**src/rtl/uart_tx_fifo_drain.sv**
```systemverilog
// UART transmitter that drains a first-word-fall-through TX FIFO into 8N1-style frames.
// Define UART_TX_PARITY_EN to insert an even-parity bit between the data and stop bits.
module uart_tx_fifo_drain #(
  parameter int unsigned DATA_SIZE    = 8,
  parameter int unsigned CLKS_PER_BIT = 434,
  parameter int unsigned STOP_BITS    = 1
) (
  input  logic                 clk,
  input  logic                 reset,
  input  logic                 fifo_empty,
  input  logic [DATA_SIZE-1:0] fifo_data,
  output logic                 fifo_read,
  output logic                 tx,
  output logic                 busy,
  output logic                 tx_done_tick
);

  localparam int unsigned CntW = $clog2(CLKS_PER_BIT * STOP_BITS);
  localparam int unsigned IdxW = (DATA_SIZE > 1) ? $clog2(DATA_SIZE) : 1;
  localparam logic [CntW-1:0] BitLast  = CntW'(CLKS_PER_BIT - 1);
  localparam logic [CntW-1:0] StopLast = CntW'(CLKS_PER_BIT * STOP_BITS - 1);
  localparam logic [IdxW-1:0] IdxLast  = IdxW'(DATA_SIZE - 1);

  typedef enum logic [2:0] {
    StIdle,
    StStart,
    StData,
`ifdef UART_TX_PARITY_EN
    StParity,
`endif
    StStop
  } state_e;

  state_e                state_q;
  logic [CntW-1:0]       cnt_q;
  logic [IdxW-1:0]       idx_q;
  logic [DATA_SIZE-1:0]  shift_q;
  logic [DATA_SIZE-1:0]  shift_nxt;
`ifdef UART_TX_PARITY_EN
  logic                  parity_q;
`endif

  always_comb begin
    shift_nxt = shift_q >> 1;
  end

  always_ff @(posedge clk) begin
    if (reset) begin
      state_q      <= StIdle;
      cnt_q        <= '0;
      idx_q        <= '0;
      shift_q      <= '0;
      tx           <= 1'b1;
      fifo_read    <= 1'b0;
      busy         <= 1'b0;
      tx_done_tick <= 1'b0;
`ifdef UART_TX_PARITY_EN
      parity_q     <= 1'b0;
`endif
    end else begin
      fifo_read    <= 1'b0;
      tx_done_tick <= 1'b0;
      unique case (state_q)
        StIdle: begin
          tx   <= 1'b1;
          busy <= 1'b0;
          // The word is captured here; the FIFO pops on the following edge.
          if (!fifo_empty) begin
            shift_q   <= fifo_data;
`ifdef UART_TX_PARITY_EN
            parity_q  <= ^fifo_data;
`endif
            fifo_read <= 1'b1;
            tx        <= 1'b0;
            busy      <= 1'b1;
            cnt_q     <= '0;
            state_q   <= StStart;
          end
        end
        StStart: begin
          if (cnt_q == BitLast) begin
            cnt_q   <= '0;
            idx_q   <= '0;
            tx      <= shift_q[0];
            state_q <= StData;
          end else begin
            cnt_q <= cnt_q + 1'b1;
          end
        end
        StData: begin
          if (cnt_q == BitLast) begin
            cnt_q <= '0;
            if (idx_q == IdxLast) begin
`ifdef UART_TX_PARITY_EN
              tx      <= parity_q;
              state_q <= StParity;
`else
              tx      <= 1'b1;
              state_q <= StStop;
`endif
            end else begin
              shift_q <= shift_nxt;
              tx      <= shift_nxt[0];
              idx_q   <= idx_q + 1'b1;
            end
          end else begin
            cnt_q <= cnt_q + 1'b1;
          end
        end
`ifdef UART_TX_PARITY_EN
        StParity: begin
          if (cnt_q == BitLast) begin
            cnt_q   <= '0;
            tx      <= 1'b1;
            state_q <= StStop;
          end else begin
            cnt_q <= cnt_q + 1'b1;
          end
        end
`endif
        StStop: begin
          if (cnt_q == StopLast) begin
            cnt_q        <= '0;
            tx_done_tick <= 1'b1;
            busy         <= 1'b0;
            state_q      <= StIdle;
          end else begin
            cnt_q <= cnt_q + 1'b1;
          end
        end
        default: begin
          tx      <= 1'b1;
          busy    <= 1'b0;
          state_q <= StIdle;
        end
      endcase
    end
  end

endmodule

```
**config.mk**
```make
export PLATFORM = sky130hd
export DESIGN_NAME = uart_tx_fifo_drain
export DESIGN_NICKNAME = d
export VERILOG_FILES = /design/src/rtl/uart_tx_fifo_drain.sv
export SDC_FILE = /design/constraint.sdc
export NUM_CORES = 1
export LEC_CHECK = 0
export BUFFER_PORTS_ARGS = -buffer_cell sky130_fd_sc_hd__buf_2
export CAP_MARGIN = 10
export CORE_UTILIZATION = 50
export DETAILED_ROUTE_END_ITERATION = 6
export PLACE_DENSITY = 0.73
export SLEW_MARGIN = 25
export SYNTH_ARGS = -nofsm -noshare
export SYNTH_HDL_FRONTEND = slang
export SYNTH_SLANG_ARGS = --single-unit
```
**constraint.sdc**
```tcl
create_clock -name clk -period 2.5 [get_ports clk]
set_input_delay 0.375 -clock clk [delete_from_list [all_inputs] [get_ports clk]]
set_output_delay 0.375 -clock clk [all_outputs]
set_load 0.02 [all_outputs]
```
# Yosys cells after proc, flatten, opt, wreduce, memory -nomap -nowiden
# Cells that the tools add are included.
[word_totals] register_bits=27 in_bits=11
[classes] n_eq_ne=11 n_addsub=2 reduce_logical=14 bitwise_logic=3 n_mux=25
[op_table] cell="$mux W8" count=3
[op_table] cell="$mux W3" count=7
[op_table] cell="$mux W9" count=2
[op_table] cell="$pmux W9 S2" count=1
[op_table] cell="$pmux W8 S2" count=1
[op_table] cell="$ne A2 B2 Y1 const B" count=6
[op_table] cell="$pmux W3 S4" count=1
[op_table] cell="$add A9 B1 Y9 const B" count=1
[op_table] cell="$eq A9 B9 Y1 const B" count=1
[op_table] cell="$reduce_and A4 Y1" count=2
[op_table] cell="$mux W1" count=7
[op_table] cell="$eq A3 B2 Y1 const B" count=2
[op_table] cell="$pmux W3 S2" count=1
[op_table] cell="$reduce_bool A2 Y1" count=3
[op_table] cell="$reduce_or A2 Y1" count=3
[op_table] cell="$reduce_and A5 Y1" count=1
[op_table] cell="$pmux W1 S4" count=1
[op_table] cell="$reduce_and A2 Y1" count=2
[op_table] cell="$add A3 B1 Y3 const B" count=1
[op_table] cell="$eq A3 B1 Y1 const B" count=1
[op_table] cell="$eq A3 B3 Y1 const B" count=1
[op_table] cell="$logic_not A3 Y1" count=1
[op_table] cell="$not A1 Y1" count=3
[op_table] cell="$pmux W1 S3" count=1
[op_table] cell="other kinds (2)" count=2

# Logic depth before layout (Yosys ltp)
# Gate-level depths: netlist of the first run.
[depth] ltp_word=4 ltp_mapped=7

# Worst setup path after synthesis of the first run
# Ideal clock, no wire load.
[synth_path] kind="register to register" start="reg state_q[0]" end="reg state_q[0]" t_required_ns=2.430 t_arrival_ns=1.791 path_buffers=1 stages_incl_launch_ff=8 setup_time_ns=0.070 path_slack_ns=0.639 period_less_slack_ns=1.861 path_cell_list="dfxtp_1 -> inv_1 -> ha_1 -> buf_6 -> and2b_1 -> or2_4 -> or4_1 -> a21oi_1"
[synth_via] elab_chain_cells=3
[synth_lines] item="start: declaration" line_no="34" source="state_e state_q;"
[synth_lines] item="start signal: assignment" line_no="49" source="state_q <= StIdle;"
[synth_lines] item="start signal: assignment" line_no="77" source="state_q <= StStart;"
[synth_lines] item="start signal: assignment" line_no="85" source="state_q <= StData;"
[synth_lines] item="$eq A3 B2 Y1 (tied with other cells)" line_no="63" source="unique case (state_q)"
[synth_lines] item="$ne A2 B2 Y1 (no line)"
[synth_lines] item="$reduce_and A5 Y1 (no line)"
# Several ways; a longest one is shown, not always the timed one.
# A chain may end at the register's enable or synchronous reset.

# Worst setup path in the final report of the first run
# Ends and elaborated chain as after synthesis.

==> reports/metrics.yaml, run 1 <==
floorplanning:
  start_util_pct: 54.8
  ios: 15
  die_area_sq_um: 3030
  rows: 18
  die_h_um: 55.0
  coreArea_sq_um: 2570
  die_width_um: 55.0
critical_path:
  timing.rr.start: "state_q[0]$_SDFFE_PP0P_"
  r2r-end: "state_q[0]$_SDFFE_PP0P_"
  cp-start-kind: "flip-flop"
  r2r_cells: 6
  endpoint: "state_q[0]$_SDFFE_PP0P_"
  rrSetupSlack_ps: 320
  worstPathRequired_ps: 2770
  path_max_fanout: 14
  arrival_ps: 2460
  critPathCaptureType: "flip-flop"
  crit_start: "state_q[0]$_SDFFE_PP0P_"
  critPathKind: "flip-flop to flip-flop"
global_routing:
  grt_overflow: 0
  grt_pass1_wl_um: 4480
  antenna_found_initial: 0
  grt_max_degree: 28
  grt_use_total_pct: 20.3
  grt_pass1_vias: 1038
place:
  dp.cells: 196
  place_ws_ps: 401
  portBuffers: 14
  finalWeightedCongestion: 0.852
  dp_hpwl_um: 1900
drt:
  drc: 0
  firstDrtPassIters: 4
  top_layer_used: "met4"
  m1WireLength_um: 1360
  drtIter0Drc: 34
  viasPerCell: 5.82
  antenna_left: 0
  wl_met2_um: 1240
  wl_met3_um: 98
  wire_per_inst_um: 13.7
  routed_wl_um: 2740
  vias: 1163
clock_network:
  numCtsBuffers: 3
  clkSinkCount: 26
  cts.clk_slew.worst_paths_ps: 150
  cts_buffer_depth: 2
  cts_max_level: 1
  root_buffer: "clkbuf_4"
  cts_tree: "done"
  ctsResizeCount: 0
  worstSkewPairLatency_ps: 330
  holdBufCountCts: 0
  postCtsSetupBuffers: 0
timing:
  timing.slew.headroom_pct: 68.7
  finalHoldViolCount: 0
  hold_ws_ps: 314
  min_period_over_period_pct: 87.4
  grt_setup_unrepaired: "false"
  tns_ps: 0
  drv_slew: 0
  timing.fmax_mhz: 458
  clock-skew-final_ps: 2.44
  tightest_slew_ps: 470
  setup_viol: 0
  finalWorstSetupSlack_ps: 315
  layout_min_cycle_time_ps: 2180
synthesis:
  ys_seq_elements: 26
  synth_edf_count: 0
  synth_warnings: 0
  synth-main-ff-cell: "dfxtp_1"
  syn_avg_cell_area_sq_um: 8.74
  synth_area_sq_um: 1410
  synth.lib_cells_used.distinct: 43
  synth_seq_area_share_pct: 37.0
  syn_nets: 181
  async_flop_share_pct: 0
  syn_inst: 161
hold_path:
  hold_class: "primary input to flip-flop"
  min_from: "fifo_empty"
final_layout:
  drive_gt1_share_pct: 21.2
  diodes: 0
  layout.nets: 191
  syn_to_final_growth_pct: 5.96
  fin_cells: 200
pwr:
  cellLeakagePower_uw: 0.000607
  power_uw: 1340
  ir_worst_vdd_v: 0.000585
  power_density_nw_per_um2: 901
job:
  drv_cap: 0
outcome:
  status: "finished, final reports clean"
[worst max-delay path: stages, from the launching register on]
cell and delay, ps:
dfxtp_1 440, inv_1 90, ha_1 370, and2_4 240, or2_4 260, or4_1 520
a21oi_1 180
[logic make-up after synthesis]
kind of cell,share of synthesized area (%)
flip-flops,37.0
AND/OR/NAND/NOR,28.3
adder cells (fa/ha/maj),8.01
buffers and inverters,6.49
AO/OA/AOI/OAI,18.0
multiplexers,2.22
[Yosys cell counts, types with 3 or more instances]
cell      number  area, sq um
a21oi_1       14         70.1
a31oi_1        3         18.8
buf_6          3         33.8
clkbuf_1       3         11.3
dfxtp_1       26          521
ha_1           9          113
inv_1          4         15.0
nand2_1       15         56.3
nand3_1        9         45.0
nor2_1        22         82.6
o21ai_0        5         25.0
o221a_2        7         78.8
or3_1          3         18.8
[final cells by class]
type,count,area [sq um]
clock inverter,1,30.0
inverter,4,15.0
clock buffer,3,22.5
tap,30,37.5
multi-input combinational,122,795
fill,246,1080
sequential,26,520
timing repair buffer,14,70.1
[where the power goes]
part           switching, uW  internal (uW)
logic                    290            204
clock network            136            162
registers               57.7            492
[layout by cell type, fill, tap and decap left out, types with 2 or more instances in the layout]
| master | instances |
|---|---|
| o21ai_0 | 5 |
| nand3_1 | 9 |
| nand4_2 | 2 |
| a21oi_1 | 14 |
| buf_2 | 14 |
| or2_2 | 2 |
| or3b_1 | 2 |
| inv_1 | 4 |
| nor3_1 | 2 |
| clkbuf_4 | 3 |
| dfxtp_1 | 26 |
| or3_1 | 3 |
| ha_1 | 9 |
| nand2_1 | 15 |
| nor3b_1 | 2 |
| nor2_1 | 22 |
| mux2i_1 | 2 |
| a31oi_1 | 3 |
| and3_1 | 2 |
| nand4_1 | 2 |
| o221a_2 | 7 |
[worst min-delay path by stage]
stage                                        to  depth (start not counted)
after floorplan           idx_q[1]$_SDFFE_PP0P_                          2
after global placement    idx_q[2]$_SDFFE_PP0P_                          2
after detailed placement  idx_q[1]$_SDFFE_PP0P_                          2
after CTS                  fifo_read$_SDFF_PP0_                          2
after global routing       fifo_read$_SDFF_PP0_                          2
final                      fifo_read$_SDFF_PP0_                          2
[per-layer routing]
layer / track usage (%) / vias to the layer above
met1: 26.4 / 536
met4: 7.50 / 0
met2: 34.1 / 23
li1: - / 599
met3: 2.46 / 5
met5: 0 / -
[state kept, by name, indices dropped and copies added (netlist names)]
name	flops
state_q	2
idx_q	3
busy	1
tx	1
tx_done_tick	1
cnt_q	9
shift_q	8
fifo_read	1
[metrics by stage]
stage | util (%) | cell area [sq um]
2_1_floorplan | - | 1410
3_3_place_gp | 56.0 | 1440
3_5_place_dp | 56.0 | 1440
4_1_cts | 58.0 | 1490
5_1_grt | 58.0 | 1490
6_report | 58.0 | 1490
No activity file was read; power rests on OpenSTA's default activity.
==> run 2: changes to the inputs <==
Settings changed: PLACE_DENSITY 0.73 to 0.75.
Clock period 2.5 ns to 1.75 ns, I/O delays scaled along.
==> run 2 against run 1 <==
The flow now finishes with violations (negative setup slack). Sequential share of layout area down 1.4 points. Global-route usage up 0.48 points. Hold slack got worse by 100 ps. Clock power rose by 43%. Critical path depth did not move. Core utilization rose by 3.6 points. Total power is 50% higher. Flip-flop and latch count is the same. Critical endpoint unchanged.
==> reports/metrics.yaml, run 2 (synthesis gave the netlist of run 1 again) <==
floorplanning:
  ios: 15
  coreArea_sq_um: 2570
  die_width_um: 55.0
  die_h_um: 55.0
  die_area_sq_um: 3030
  rows: 18
  start_util_pct: 54.8
drt:
  wire_per_inst_um: 13.7
  routed_wl_um: 2820
  antenna_left: 0
  viasPerCell: 5.91
  vias: 1217
  drtIter0Drc: 28
  drc: 0
  firstDrtPassIters: 4
critical_path:
  critPathCaptureType: "flip-flop"
  worstPathRequired_ps: 2020
  arrival_ps: 2030
  path_delay_family: "simple AND/OR/NAND/NOR gates"
  r2r_cells: 6
  worst_path_largest_cell_delay_ps: 400
  cp-start-kind: "flip-flop"
  rrSetupSlack_ps: -6
  timing.rr.start: "idx_q[0]$_SDFFE_PP0P_"
  path_cells: "ha_2, ha_4, and2b_1, or2_4, or4_1, a21oi_1"
  path_max_fanout: 4
  cp_slowest_cell: "or4_1"
  critPathKind: "flip-flop to flip-flop"
  crit_buf_inv: 0
  r2r-end: "state_q[0]$_SDFFE_PP0P_"
final_layout:
  final_cell_mix: "22 x nor2_1, 22 x dfxtp_1, 14 x a21oi_1, 14 x nand2_1, 14 x buf_2"
  largest_register_ffs: 9
  reg_top3: "cnt_q x9, shift_q x8, idx_q x3"
  layout.nets: 197
  drive_gt1_share_pct: 30.7
  syn_to_final_growth_pct: 12.5
  fin_cells: 206
  diodes: 0
  regMostFlops: "cnt_q"
timing:
  finalWorstSetupSlack_ps: -5.99
  setup_viol: 1
  timing.fmax_mhz: 569
  tightest_slew_ps: 474
  timing.slew.headroom_pct: 68.4
  grt_setup_unrepaired: "true"
  min_period_over_period_pct: 100
  layout_min_cycle_time_ps: 1760
  clock-skew-final_ps: 4.34
  tns_ps: -5.99
  finalHoldViolCount: 0
  drv_slew: 0
clock_network:
  root_buffer: "clkbuf_4"
  clkSinkCount: 26
  cts_tree: "done"
  holdBufCountCts: 0
  cts.clk_slew.worst_paths_ps: 150
  worstSkewPairLatency_ps: 330
  cts_max_level: 1
  numCtsBuffers: 3
  cts_buffer_depth: 2
global_routing:
  use_met1_pct: 23.4
  grt_overflow: 0
  grt_pass1_wl_um: 4570
  grt_max_degree: 28
  met3_usage_pct: 3.01
  antenna_found_initial: 0
  use_met2_pct: 38.0
  grt_busiest_layer: "met2"
  grt_pass1_vias: 1137
  grt_use_total_pct: 20.8
pwr:
  power_density_nw_per_um2: 1280
  comb_power_share_pct: 39.6
  intPower_uw: 1300
  p_seq_share_pct: 39.4
  ir_worst_vdd_v: 0.000783
  netSwitchingFraction_pct: 35.5
  clock_power_share_pct: 21.0
  p_switching_uw: 716
  cellLeakagePower_uw: 0.000633
outcome:
  violations: "negative setup slack"
  status: "complete, but fails checks"
place:
  dp.cells: 201
  dp_hpwl_um: 2030
  finalWeightedCongestion: 0.878
  portBuffers: 14
job:
  drv_cap: 0
hold_path:
  hold_path_end: "fifo_read$_SDFF_PP0_"
  hold_path_depth: 2
  min_from: "fifo_empty"
  hold_class: "primary input to flip-flop"
[run 2: power by group through the flow]
stage          clock network (uW)  registers, uW  logic (uW)
2_1_floorplan                   0            819         563
3_3_place_gp                    0            793         739
3_5_place_dp                    0            798         763
4_1_cts                       427            792         770
5_1_grt                       447            810         880
6_report                      425            796         799
[run 2: through the flow]
stage / hold WS, ps / util, % / worst slack [ps] / area, sq um / power (uW)
after global routing: 197 / 61.6 / -87.7 / 1580 / 2140
after CTS: 200 / 60.5 / -11.6 / 1550 / 1990
final: 210 / 61.6 / -5.99 / 1580 / 2020
after global placement: 450 / 58.1 / 50.0 / 1490 / 1530
after detailed placement: 456 / 58.1 / -11.8 / 1490 / 1560
after floorplan: 348 / - / 29.3 / 1420 / 1380
[run 2: worst max path at each step]
stage	from	endpoint	cells after the start
final	idx_q[0]$_SDFFE_PP0P_	state_q[0]$_SDFFE_PP0P_	6
after detailed placement	idx_q[0]$_SDFFE_PP0P_	state_q[0]$_SDFFE_PP0P_	6
after CTS	idx_q[0]$_SDFFE_PP0P_	state_q[0]$_SDFFE_PP0P_	6
after floorplan	state_q[0]$_SDFFE_PP0P_	state_q[0]$_SDFFE_PP0P_	7
after global placement	state_q[0]$_SDFFE_PP0P_	state_q[0]$_SDFFE_PP0P_	6
after global routing	state_q[1]$_SDFFE_PP0P_	state_q[0]$_SDFFE_PP0P_	6
[run 2: final cells by class]
type                    count  area, sq um
well taps                  30         37.5
clock buffers               3         22.5
multi-input cells         122          831
fillers                   241          986
clock inverters             1         30.0
inverters                   4         15.0
repair buffers             20          115
flip-flops and latches     26          531
[run 2: what timing repair did]
item                       CTS  global route
setup endpoints to repair    9            10
pin swaps                    0             1
buffers inserted             0             1
gates resized for setup      4             6
[run 2: worst reg2reg max path, stage by stage (launching register included)]
cell	delay [ps]
dfxtp_2	370
ha_2	190
ha_4	130
and2b_1	210
or2_4	260
or4_1	400
a21oi_1	140
[run 2: routing by layer]
layer	wire (um)	up-vias	part of all wire, %
li1	-	609	-
met1	1360	584	48
met2	1340	20	48
met3	84	4	3.0
met4	25	0	0.89
met5	0	-	0
==> run 3: changes to the inputs <==
Settings changed: CELL_PAD_IN_SITES_DETAIL_PLACEMENT from default to 1, CELL_PAD_IN_SITES_GLOBAL_PLACEMENT from default to 1, CORE_UTILIZATION 50 to 39, PLACE_DENSITY 0.75 to 0.77.
==> run 3 against run 2 <==
The run now ends clean. Final area increased by 8.5%. Clock power decreased by 39%. Global-route usage increased by 0.50 points. Register-to-register slack improved by 20 ps. Core utilization decreased by 11 points. Total power increased by 3.3%. Die area increased by 27%. Cell count increased by 14%. Combinational power increased by 29%. Critical endpoint unchanged. Largest cell class unchanged.
==> reports/metrics.yaml, run 3 (synthesis gave the netlist of run 1 again) <==
global_routing:
  grt_use_total_pct: 21.3
  met3_usage_pct: 5.18
  use_met1_pct: 23.9
  grt_overflow: 0
  grt_max_degree: 28
  antenna_found_initial: 0
  use_met2_pct: 40.6
  grt_busiest_layer: "met2"
  grt_pass1_vias: 1287
  grt_pass1_wl_um: 5940
critical_path:
  path_common_cell: "ha_4"
  critPathKind: "flip-flop to flip-flop"
  arrival_ps: 1990
  worstPathRequired_ps: 2000
  cp_slowest_cell: "or4_1"
  path_cells: "ha_4, ha_4, and2b_2, or2_4, or4_1, a21oi_1"
  cp-start-kind: "flip-flop"
  r2r_cells: 6
  path_max_fanout: 4
  timing.rr.start: "idx_q[0]$_SDFFE_PP0P_"
  worst_path_largest_cell_delay_ps: 400
  critPathCaptureType: "flip-flop"
  crit_buf_inv: 0
  r2r-end: "state_q[0]$_SDFFE_PP0P_"
  path_delay_family: "simple AND/OR/NAND/NOR gates"
  rrSetupSlack_ps: 10
clock_network:
  holdBufCountCts: 0
  cts_tree: "done"
  numCtsBuffers: 3
  worstSkewPairLatency_ps: 330
  root_buffer: "clkbuf_4"
  cts_max_level: 1
  cts_buffer_depth: 2
  clkSinkCount: 26
  cts.clk_slew.worst_paths_ps: 130
final_layout:
  fin_area_sq_um: 1720
  reg_top3: "cnt_q x9, shift_q x8, idx_q x3"
  regMostFlops: "cnt_q"
  syn_to_final_growth_pct: 22.1
  final_cell_mix: "22 x nor2_1, 22 x dfxtp_1, 19 x buf_4"
  largest_register_ffs: 9
  fillers: 406
  final_core_util_pct: 50.6
  diodes: 0
  multi_input_area_sq_um: 873
  layout.nets: 211
  register_area_sq_um: 531
  drive_gt1_share_pct: 38.1
timing:
  setup_viol: 0
  min_period_over_period_pct: 99.3
  clock-skew-final_ps: 14.6
  timing.fmax_mhz: 575
  timing.slew.headroom_pct: 66.5
  drv_slew: 0
  tightest_slew_ps: 502
  finalHoldViolCount: 0
  grt_setup_unrepaired: "true"
  hold_ws_ps: 242
  finalWorstSetupSlack_ps: 11.9
  tns_ps: 0
  layout_min_cycle_time_ps: 1740
drt:
  drtIter0Drc: 55
  firstDrtPassIters: 4
  wire_per_inst_um: 16.9
  viasPerCell: 5.48
  antenna_left: 0
  vias: 1287
  drc: 0
  routed_wl_um: 3980
pwr:
  intPower_uw: 1270
  cellLeakagePower_uw: 0.000703
  comb_power_share_pct: 49.4
  p_seq_share_pct: 38.2
  netSwitchingFraction_pct: 39.1
  p_switching_uw: 815
  clock_power_share_pct: 12.3
  power_density_nw_per_um2: 1220
  ir_worst_vdd_v: 0.000653
place:
  portBuffers: 14
  dp_hpwl_um: 2590
  finalWeightedCongestion: 0.827
  dpl_cell_area_sq_um: 1540
  place_ws_ps: -42.2
floorplanning:
  die_area_sq_um: 3850
  ios: 15
  start_util_pct: 41.5
  coreArea_sq_um: 3390
  die_h_um: 62.1
  rows: 21
  die_width_um: 62.1
hold_path:
  hold_path_depth: 2
  hold_class: "primary input to flip-flop"
  hold_path_end: "fifo_read$_SDFF_PP0_"
  min_from: "fifo_empty"
outcome:
  status: "finished, final reports clean"
job:
  drv_cap: 0
## run 3: per-layer routing
metal / part of all wire [%] / vias up
li1: - / 635
met3: 2.4 / 2
met1: 43 / 638
met4: 0.38 / 0
met5: 0 / -
met2: 54 / 12
## run 3: power groups by stage
stage | combinational, uW | sequential (uW) | clock, uW
CTS | 911 | 793 | 276
global placement | 791 | 792 | 0
global route | 1120 | 812 | 302
floorplan | 563 | 819 | 0
finish | 1030 | 798 | 258
detailed placement | 836 | 802 | 0
## run 3: what timing repair did
| item | CTS | global route |
|---|---|---|
| cloned | 0 | 0 |
| gates resized for setup | 9 | 9 |
| buffers inserted | 6 | 5 |
| pin swaps | 2 | 2 |
| setup endpoints to repair | 10 | 9 |
## run 3: worst max path at each step
stage | startpoint | endpoint | slack (ps) | cells past startpoint
2_1_floorplan | state_q[0]$_SDFFE_PP0P_ | state_q[0]$_SDFFE_PP0P_ | 30 | 7
3_3_place_gp | idx_q[0]$_SDFFE_PP0P_ | state_q[0]$_SDFFE_PP0P_ | 50 | 6
3_5_place_dp | idx_q[0]$_SDFFE_PP0P_ | state_q[0]$_SDFFE_PP0P_ | -40 | 6
4_1_cts | idx_q[0]$_SDFFE_PP0P_ | state_q[0]$_SDFFE_PP0P_ | -20 | 6
5_1_grt | idx_q[0]$_SDFFE_PP0P_ | state_q[1]$_SDFFE_PP0P_ | -30 | 6
6_report | idx_q[0]$_SDFFE_PP0P_ | state_q[0]$_SDFFE_PP0P_ | 10 | 6
## run 3: area by class of cell
cell class / count / area share (%)
multi-input cells: 122 / 50.9
flip-flops and latches: 26 / 30.9
repair buffers: 34 / 12.7
well taps: 46 / 3.35
clock buffers: 3 / 1.31
inverters: 4 / 0.875
## run 3: through the flow
stage          total power, uW  cells
2_1_floorplan             1380    161
3_3_place_gp              1580    221
5_1_grt                   2230    235
6_report                  2090    235
3_5_place_dp              1640    221
4_1_cts                   1980    230
